## config.mk

```make
export PLATFORM = sky130hd
export DESIGN_NAME = knns_run_ctrl
export DESIGN_NICKNAME = d
export VERILOG_FILES = /design/src/rtl/knns_run_ctrl.sv
export SDC_FILE = /design/constraint.sdc
export NUM_CORES = 2
export LEC_CHECK = 0
export CAP_MARGIN = 25
export CORE_AREA = 10 10 594 596
export CTS_CLUSTER_DIAMETER = 100
export CTS_CLUSTER_SIZE = 25
export DETAILED_ROUTE_END_ITERATION = 8
export DIE_AREA = 0 0 604 606
export PLACE_DENSITY_LB_ADDON = 0.08
export RECOVER_POWER = 25
export REMOVE_ABC_BUFFERS = 1
export SLEW_MARGIN = 20
export SYNTH_ARGS = -nofsm -noshare
export SYNTH_HDL_FRONTEND = slang
export SYNTH_SLANG_ARGS = --single-unit
```

## constraint.sdc

```tcl
create_clock -name clk -period 5.49 [get_ports clk]
set_input_delay 0.8235 -clock clk [delete_from_list [all_inputs] [get_ports clk]]
set_output_delay 0.8235 -clock clk [all_outputs]
set_load 0.01 [all_outputs]
```

## src/rtl/knns_run_ctrl.sv

```systemverilog
`default_nettype none
// ============================================================================
// Module      : knns_run_ctrl
// Description : Run sequencer for the sequential k-nearest-neighbour search
//               datapath. It latches a query point and a point count, holds
//               the datapath in reset for CLR_CYCLES cycles, and streams
//               candidate points in over a valid/ready handshake. It then
//               waits DP_LAT cycles for the datapath pipeline and latches the
//               K-entry minimum-distance vector as the run result.
// Ports       : clk, rst (sync, active-low)
//               start, query_x/query_y, num_pts -> run request (IDLE only)
//               busy                            -> run in progress
//               pt_valid/pt_ready, pt_x/pt_y    -> candidate point stream
//               dp_rst, dp_en, dp_x1/dp_y1,
//               dp_x2/dp_y2, dp_min_val         -> datapath control/data
//               result, done                    -> run result and pulse
// Revision    : 1.0 - initial release
// ============================================================================
module knns_run_ctrl #(
  parameter int W          = 32,
  parameter int K          = 20,
  parameter int CNT_W      = 16,
  parameter int CLR_CYCLES = 2,   // must be >= 1
  parameter int DP_LAT     = 1    // must be >= 1
) (
  input  logic             clk,
  input  logic             rst,
  input  logic             start,
  input  logic [W-1:0]     query_x,
  input  logic [W-1:0]     query_y,
  input  logic [CNT_W-1:0] num_pts,
  output logic             busy,
  input  logic             pt_valid,
  output logic             pt_ready,
  input  logic [W-1:0]     pt_x,
  input  logic [W-1:0]     pt_y,
  output logic             dp_rst,
  output logic             dp_en,
  output logic [W-1:0]     dp_x1,
  output logic [W-1:0]     dp_y1,
  output logic [W-1:0]     dp_x2,
  output logic [W-1:0]     dp_y2,
  input  logic [K*W-1:0]   dp_min_val,
  output logic [K*W-1:0]   result,
  output logic             done
);

  typedef enum logic [1:0] {
    S_IDLE   = 2'd0,
    S_CLEAR  = 2'd1,
    S_STREAM = 2'd2,
    S_DRAIN  = 2'd3
  } state_t;

  // Counters only need to reach CLR_CYCLES-1 / DP_LAT-1.
  localparam int c_CLR_W = (CLR_CYCLES > 1) ? $clog2(CLR_CYCLES) : 1;
  localparam int c_LAT_W = (DP_LAT > 1) ? $clog2(DP_LAT) : 1;

  localparam logic [c_CLR_W-1:0] c_CLR_LAST = c_CLR_W'(CLR_CYCLES - 1);
  localparam logic [c_CLR_W-1:0] c_CLR_ONE  = c_CLR_W'(1);
  localparam logic [c_LAT_W-1:0] c_LAT_LAST = c_LAT_W'(DP_LAT - 1);
  localparam logic [c_LAT_W-1:0] c_LAT_ONE  = c_LAT_W'(1);
  localparam logic [CNT_W-1:0]   c_CNT_ONE  = CNT_W'(1);

  state_t               r_state;
  logic                 r_busy;
  logic                 r_pt_ready;
  logic                 r_dp_rst;
  logic                 r_done;
  logic [W-1:0]         r_qx;
  logic [W-1:0]         r_qy;
  logic [K*W-1:0]       r_result;
  logic [CNT_W-1:0]     r_remaining;
  logic [c_CLR_W-1:0]   r_clr_cnt;
  logic [c_LAT_W-1:0]   r_lat_cnt;

  logic                 w_stream;
  logic                 w_hs;

  assign w_stream = (r_state == S_STREAM);
  // r_pt_ready is high exactly while in STREAM.
  assign w_hs     = pt_valid & r_pt_ready;

  always_ff @(posedge clk) begin
    if (!rst) begin
      r_state     <= S_IDLE;
      r_busy      <= 1'b0;
      r_pt_ready  <= 1'b0;
      r_dp_rst    <= 1'b0;
      r_done      <= 1'b0;
      r_qx        <= '0;
      r_qy        <= '0;
      r_result    <= '0;
      r_remaining <= '0;
      r_clr_cnt   <= '0;
      r_lat_cnt   <= '0;
    end else begin
      r_done <= 1'b0;
      case (r_state)
        S_IDLE: begin
          // A zero-length run is ignored outright.
          if (start && (num_pts != '0)) begin
            r_qx        <= query_x;
            r_qy        <= query_y;
            r_remaining <= num_pts;
            r_clr_cnt   <= '0;
            r_busy      <= 1'b1;
            r_dp_rst    <= 1'b1;
            r_state     <= S_CLEAR;
          end
        end
        S_CLEAR: begin
          if (r_clr_cnt == c_CLR_LAST) begin
            r_dp_rst   <= 1'b0;
            r_pt_ready <= 1'b1;
            r_state    <= S_STREAM;
          end else begin
            r_clr_cnt <= r_clr_cnt + c_CLR_ONE;
          end
        end
        S_STREAM: begin
          if (w_hs) begin
            r_remaining <= r_remaining - c_CNT_ONE;
            if (r_remaining == c_CNT_ONE) begin
              r_pt_ready <= 1'b0;
              r_lat_cnt  <= '0;
              r_state    <= S_DRAIN;
            end
          end
        end
        S_DRAIN: begin
          // Final point has propagated through the datapath on the last edge.
          if (r_lat_cnt == c_LAT_LAST) begin
            r_result <= dp_min_val;
            r_done   <= 1'b1;
            r_busy   <= 1'b0;
            r_state  <= S_IDLE;
          end else begin
            r_lat_cnt <= r_lat_cnt + c_LAT_ONE;
          end
        end
        default: r_state <= S_IDLE;
      endcase
    end
  end

  assign busy     = r_busy;
  assign pt_ready = r_pt_ready;
  assign dp_rst   = r_dp_rst;
  assign done     = r_done;
  assign result   = r_result;
  assign dp_x1    = r_qx;
  assign dp_y1    = r_qy;

  // Candidate point passes straight through while streaming; zero otherwise.
  assign dp_en = w_stream & pt_valid;
  assign dp_x2 = w_stream ? pt_x : '0;
  assign dp_y2 = w_stream ? pt_y : '0;

endmodule
`default_nettype wire
```

Yosys cells after proc, flatten, opt, wreduce, memory -nomap -nowiden
Index checks and enable logic that the tools add are counted.

word-level totals
  flip-flop bits (word level) = 728
  latch bits = 0
  bits in writable memories = 0
  memory bits (read-only) = 0
  bits of input ports = 788
  output and inout bits = 773
  word-level logic and storage cells = 70
  memories kept = 0

operators by class
  add/subtract/negate cells = 3
  multipliers = 0
  div/mod/pow operators = 0
  magnitude comparators = 0
  equality and inequality tests = 9
  shift operators = 0
  multiplexer cells = 26
  bitwise gates (word level) = 3
  reductions and logical operators = 18

operators with widths
  cell                   number
  $mux 32                2
  $mux 16                2
  $pmux 16 s2            1
  $eq 16x1->1 const B    1
  $reduce_bool 16->1     1
  $sub 16x1->16 const B  1
  $reduce_and 3->1       4
  $mux 1                 10
  $mux 2                 5
  $pmux 1 s2             5
  $reduce_bool 2->1      5
  $pmux 2 s4             1
  $reduce_and 2->1       4
  $ne 2x2->1 const B     3
  $reduce_and 5->1       1
  $eq 2x2->1 const B     2
  $ne 2x1->1 const B     2
  $reduce_and 4->1       1
  $add 1x1->1 const B    2
  $and 1x1->1            2
  $eq 2x1->1 const B     1
  $logic_not 2->1        1
  $logic_and 1x1->1      1
  $not 1->1              1

Depth between registers and ports, before layout
  depth after elaboration = 4
  gate-level depth with buffers = 8
  gate-level depth less buffers = 7

Worst setup path after synthesis
Ideal clock, no wire load.

  kind = input -> register
  start = in num_pts[14]
  end = reg r_qx[0] (netlist: dp_x1[0])
  arrival = 2353 ps
  data required time = 5347 ps
  path slack = 2994 ps
  stages = 7
  cells stage by stage = or4_1 > o41ai_4 > nor2_1 > buf_2 > clkbuf_1 > nand2_1 > a21oi_2

on the way
  word-level cells in the longest chain between the ends = 3

RTL lines
  item                               RTL line  source
  start, declared                    31        input logic [CNT_W-1:0] num_pts,
  $reduce_bool 16->1                 102       if (start && (num_pts != '0)) begin
  $logic_and 1x1->1                  102
  $reduce_and 2->1 (no source line)  n/a
  end signal, assigned               103       r_qx <= query_x;
  end, declared                      70        logic [W-1:0] r_qx;

No other way between the ends.
A chain may end at the register's enable or synchronous reset.

Final worst setup path
  start = reg r_state[1]
  end = reg r_result[98] (netlist: result[98])

on the way
  word-level cells in the longest chain between the ends = 2

RTL lines
  item                               RTL line  source
  start, declared                    65        state_t r_state;
  start signal, assigned             86        r_state <= S_IDLE;
  start signal, assigned             109       r_state <= S_CLEAR;
  start signal, assigned             116       r_state <= S_STREAM;
  $eq 2x2->1                         99        case (r_state)
  $reduce_and 2->1 (no source line)  n/a
  end signal, assigned               134       r_result <= dp_min_val;
  end, declared                      72        logic [K*W-1:0] r_result;

No other way between the ends.

==> impl_summary.md <==
Setup path
Data on the critical path arrives at its endpoint at 4.86 ns. Following the worst setup path forward leads to its endpoint at result[98]. The critical path is of the reg -> reg type. For flop-to-flop paths, the worst setup slack is 1.32 ns.

The data required time at the worst endpoint is 6.18 ns. In this run the worst setup path begins at r_state[1]. The startpoint identified for the worst register-to-register timing path is r_state[1]. The kind of end point of the critical path is a flop. The worst register-to-register path ends at result[98]. In this run the worst path has a maximum fanout of 27. STA classifies the critical path startpoint as a flop. Measured in cells, the most critical reg-to-reg path has a length of 5.

Clock tree
The TritonCTS clock tree is yes. The TritonCTS sink count is 727. The count of cells resized by post-cts repair is 0. The number of hold buffers added after cts is 0.

The clock transition at the register clock pins on the worst setup and hold paths after CTS is 0.07 ns. The number of buffers inserted during clock tree synthesis is 89. Once the clock tree was built, the setup fixing pass inserted 0 buffers.

At the later pin of the worst-skew pair, clock insertion delay measures 0.85 ns. The deepest level of the CTS H-tree is 3. The maximum clock path buffer count is 4. The root buffer cell chosen for the clock tree is sky130_fd_sc_hd__clkbuf_16.

Timing
The headroom to the max-slew limit is -0.766. The final-report max-slew violation count is 24. Of the available clock period, the critical path in the final layout requires 0.760. The transition at the pin with the smallest max-transition slack is 2.65 ns. The final count of negative-setup-slack endpoints is 0. The final worst setup slack is 1.32 ns. The final worst clock skew is 0.0790 ns. The worst hold slack across all endpoints is 0.458 ns. The total negative slack is 0 ns. The routed design could run at a clock period as short as 4.17 ns.

The final hold violation count is 0. Setup repair after global routing left no endpoint under its margin. Derived from the worst setup path, the maximum achievable clock frequency is 240 MHz.

Power and ir drop
The cell-internal power is 11.7 mW. The total design power is 17.7 mW. The total power divided by cell area is 347 mW/mm^2. IR analysis of the VDD net gives a maximum drop of 0.225 mV.

The switching power of the nets is 6.01 mW. The static leakage is 16.2 nW. The switching part of the total power is 0.340. Of the total power, the clock network draws 0.382. Of the total power, combinational logic draws 0.272.

The sequential share of power is 0.346.

Placed design
Timing analysis after detailed placement gives a worst setup slack of 1.65 ns. The congestion estimate from routability-driven global placement came to 0.741. The HPWL reported at the end of detailed placement is 170000 um. After detailed placement, the total cell area comes to 0.0477 sq mm. The quantity of I/O buffers inserted on ports is 1560.

Including well taps, the total number of placed cells is 8581.

Job
Across the run, the number of max-cap violations was 1.

Final layout
Once layout is done, the placed cells without fillers occupy 0.0509 sq mm. The layout has 38400 filler cells. The layout-stage area growth over the synthesis result is 91.6%. In the final design database the tool counted 4909 nets. Measured on the finished design, the core utilization comes to 0.149. The number of standard cells in the final layout excluding fillers is 8778. The top cell types in the final layout, fill and taps aside, are sky130_fd_sc_hd__clkdlybuf4s50_1 (1552), sky130_fd_sc_hd__dfxtp_1 (727), sky130_fd_sc_hd__nor2_1 (649).

The leading cell type in the layout, fill and taps excluded is sky130_fd_sc_hd__clkdlybuf4s50_1. Of the cells placed in the final design, the portion with a size suffix greater than 1 is 0.0686.

Synth
Of all flip-flops after synthesis, the portion carrying an async set or reset was 0. The most common flop cell mapped by yosys is sky130_fd_sc_hd__dfxtp_1. The number of flip-flops and latches in the synthesized netlist is 727. In this run, distinct cell masters in the synthesized netlist total 42.

Synthesis produced a netlist whose cell count is 2600. In this run, synthesis inferred 0 flip-flops with an integrated enable. The mapped netlist covers 0.0266 sq mm.

Yosys printed 0 warnings. The sequential area share after synthesis is 0.548. Averaged over all synthesized cells, the footprint is 10.2 sq um.

Worst hold path
The path class of the tightest hold or removal check is reg -> reg.

Drt
The post-detailed-routing wire length is 210000 um. The count of nets left with antenna violations after detail routing is 0. The pre-antenna-repair detailed-routing pass consisted of 4 iterations.

The routed layout has 24700 vias. The routed length per placed instance is 24.0 um. For this run, design rule violations remaining after detail routing come to 0.

The violation count after the first detailed-route iteration is 847. The detail-routed via count per cell is 2.81.

Global routing
The pin count of the biggest net entering global routing is 112. For this run, global-route usage on met2 was measured as 0.198. The via count of the first global-routing pass was 25000. The number of antenna violations at the first check in global routing is 129.

The global routing usage on met3 is 0.0498. The global-route congestion overflow total is 0. For met1 alone, demand over resource in global routing was 0.108. The first global-routing pass estimated 267000 um of wire. In this run the most used layer during global routing was met2.

For this run, the total global-route usage over all layers was measured as 0.108.

Floorplanning
From bottom edge to top edge, the die measures 606 um. The cell row count is 215. The initial standard-cell utilization of the core is 0.0778. The top-level I/O count is 1561.

The area enclosed by the die boundary is 0.366 sq mm. The core region is 0.341 sq mm. The die outline width is 604 um.

Run status
The final reports fail on max-capacitance violations, max-slew violations. The flow ran to the end, but the final reports show violations.
## worst min path at each step
stage,start,depth (start not counted),end,slack [ns]
after CTS,dp_min_val[143],3,result[143],0.46
after detailed placement,dp_y1[7],2,dp_y1[7],0.45
final,dp_y1[3],2,dp_y1[3],0.46
after global placement,dp_x1[28],2,dp_x1[28],0.45
after global routing,dp_y1[2],2,dp_y1[2],0.48
after floorplan,r_remaining[14],2,r_remaining[14],0.43
## layout make-up
| class | count | area, sq um | area share |
|---|---|---|---|
| clock buffer | 98 | 2330 | 0.0458 |
| clock inverter | 61 | 840 | 0.0165 |
| sequential | 727 | 14600 | 0.286 |
| antenna | 38 | 95.1 | 0.00187 |
| tap | 4557 | 5700 | 0.112 |
| multi-input combinational | 1680 | 11200 | 0.220 |
| inverter | 10 | 45.0 | 0.000885 |
| timing repair buffer | 1607 | 16100 | 0.317 |
## layer usage
metal / share of wire / vias up
li1: - / 11700
met1: 0.35 / 11500
met2: 0.52 / 959
met3: 0.094 / 366
met4: 0.038 / 62
met5: 0.0023 / -
## power by group through the flow
stage | clock network (mW) | registers (mW) | logic, mW
6_report | 6.75 | 6.12 | 4.80
5_1_grt | 7.32 | 6.19 | 5.23
4_1_cts | 7.24 | 6.14 | 4.97
3_5_place_dp | 0 | 6.25 | 4.95
3_3_place_gp | 0 | 6.25 | 4.98
2_1_floorplan | 0 | 6.37 | 3.51
## synthesized netlist by cell type (all sizes together), types with 4 or more instances
master | n | area, sq um
nor4 | 4 | 46.3
mux2i | 644 | 6450
dfxtp | 727 | 14600
or4 | 5 | 45.0
nand2 | 157 | 687
nor2b | 13 | 81.3
clkbuf | 113 | 424
buf | 70 | 355
inv | 10 | 37.5
o32ai | 15 | 131
nor3 | 5 | 30.0
a31oi | 9 | 56.3
ha | 6 | 75.1
nor2 | 650 | 2440
and2 | 66 | 413
o21ai | 4 | 20.0
a21oi | 82 | 557
## sequential cells by signal, summed over array words and instances (netlist names)
| signal | count |
|---|---|
| result | 640 |
| dp_x1 | 32 |
| dp_y1 | 32 |
| r_remaining | 16 |
| r_state | 2 |
| busy | 1 |
| done | 1 |
| dp_rst | 1 |
| pt_ready | 1 |
| r_clr_cnt | 1 |
## logic make-up after synthesis
kind of cell	count (synthesis)	synth area share
AND/OR/NAND/NOR	910	0.143
flip-flops	727	0.548
multiplexers	644	0.243
buffers and inverters	193	0.0307
AO/OA/AOI/OAI	120	0.0330
adder cells (fa/ha/maj)	6	0.00282
## worst max-delay path, cell delays in order, from the launching register on
cell and delay, ns:
sky130_fd_sc_hd__dfxtp_1 0.42, sky130_fd_sc_hd__ha_1 1.98, sky130_fd_sc_hd__buf_4 0.53, sky130_fd_sc_hd__clkbuf_1 0.75
sky130_fd_sc_hd__mux2i_1 0.27, sky130_fd_sc_hd__nor2_1 0.06
No activity file was read; power rests on OpenSTA's default activity.
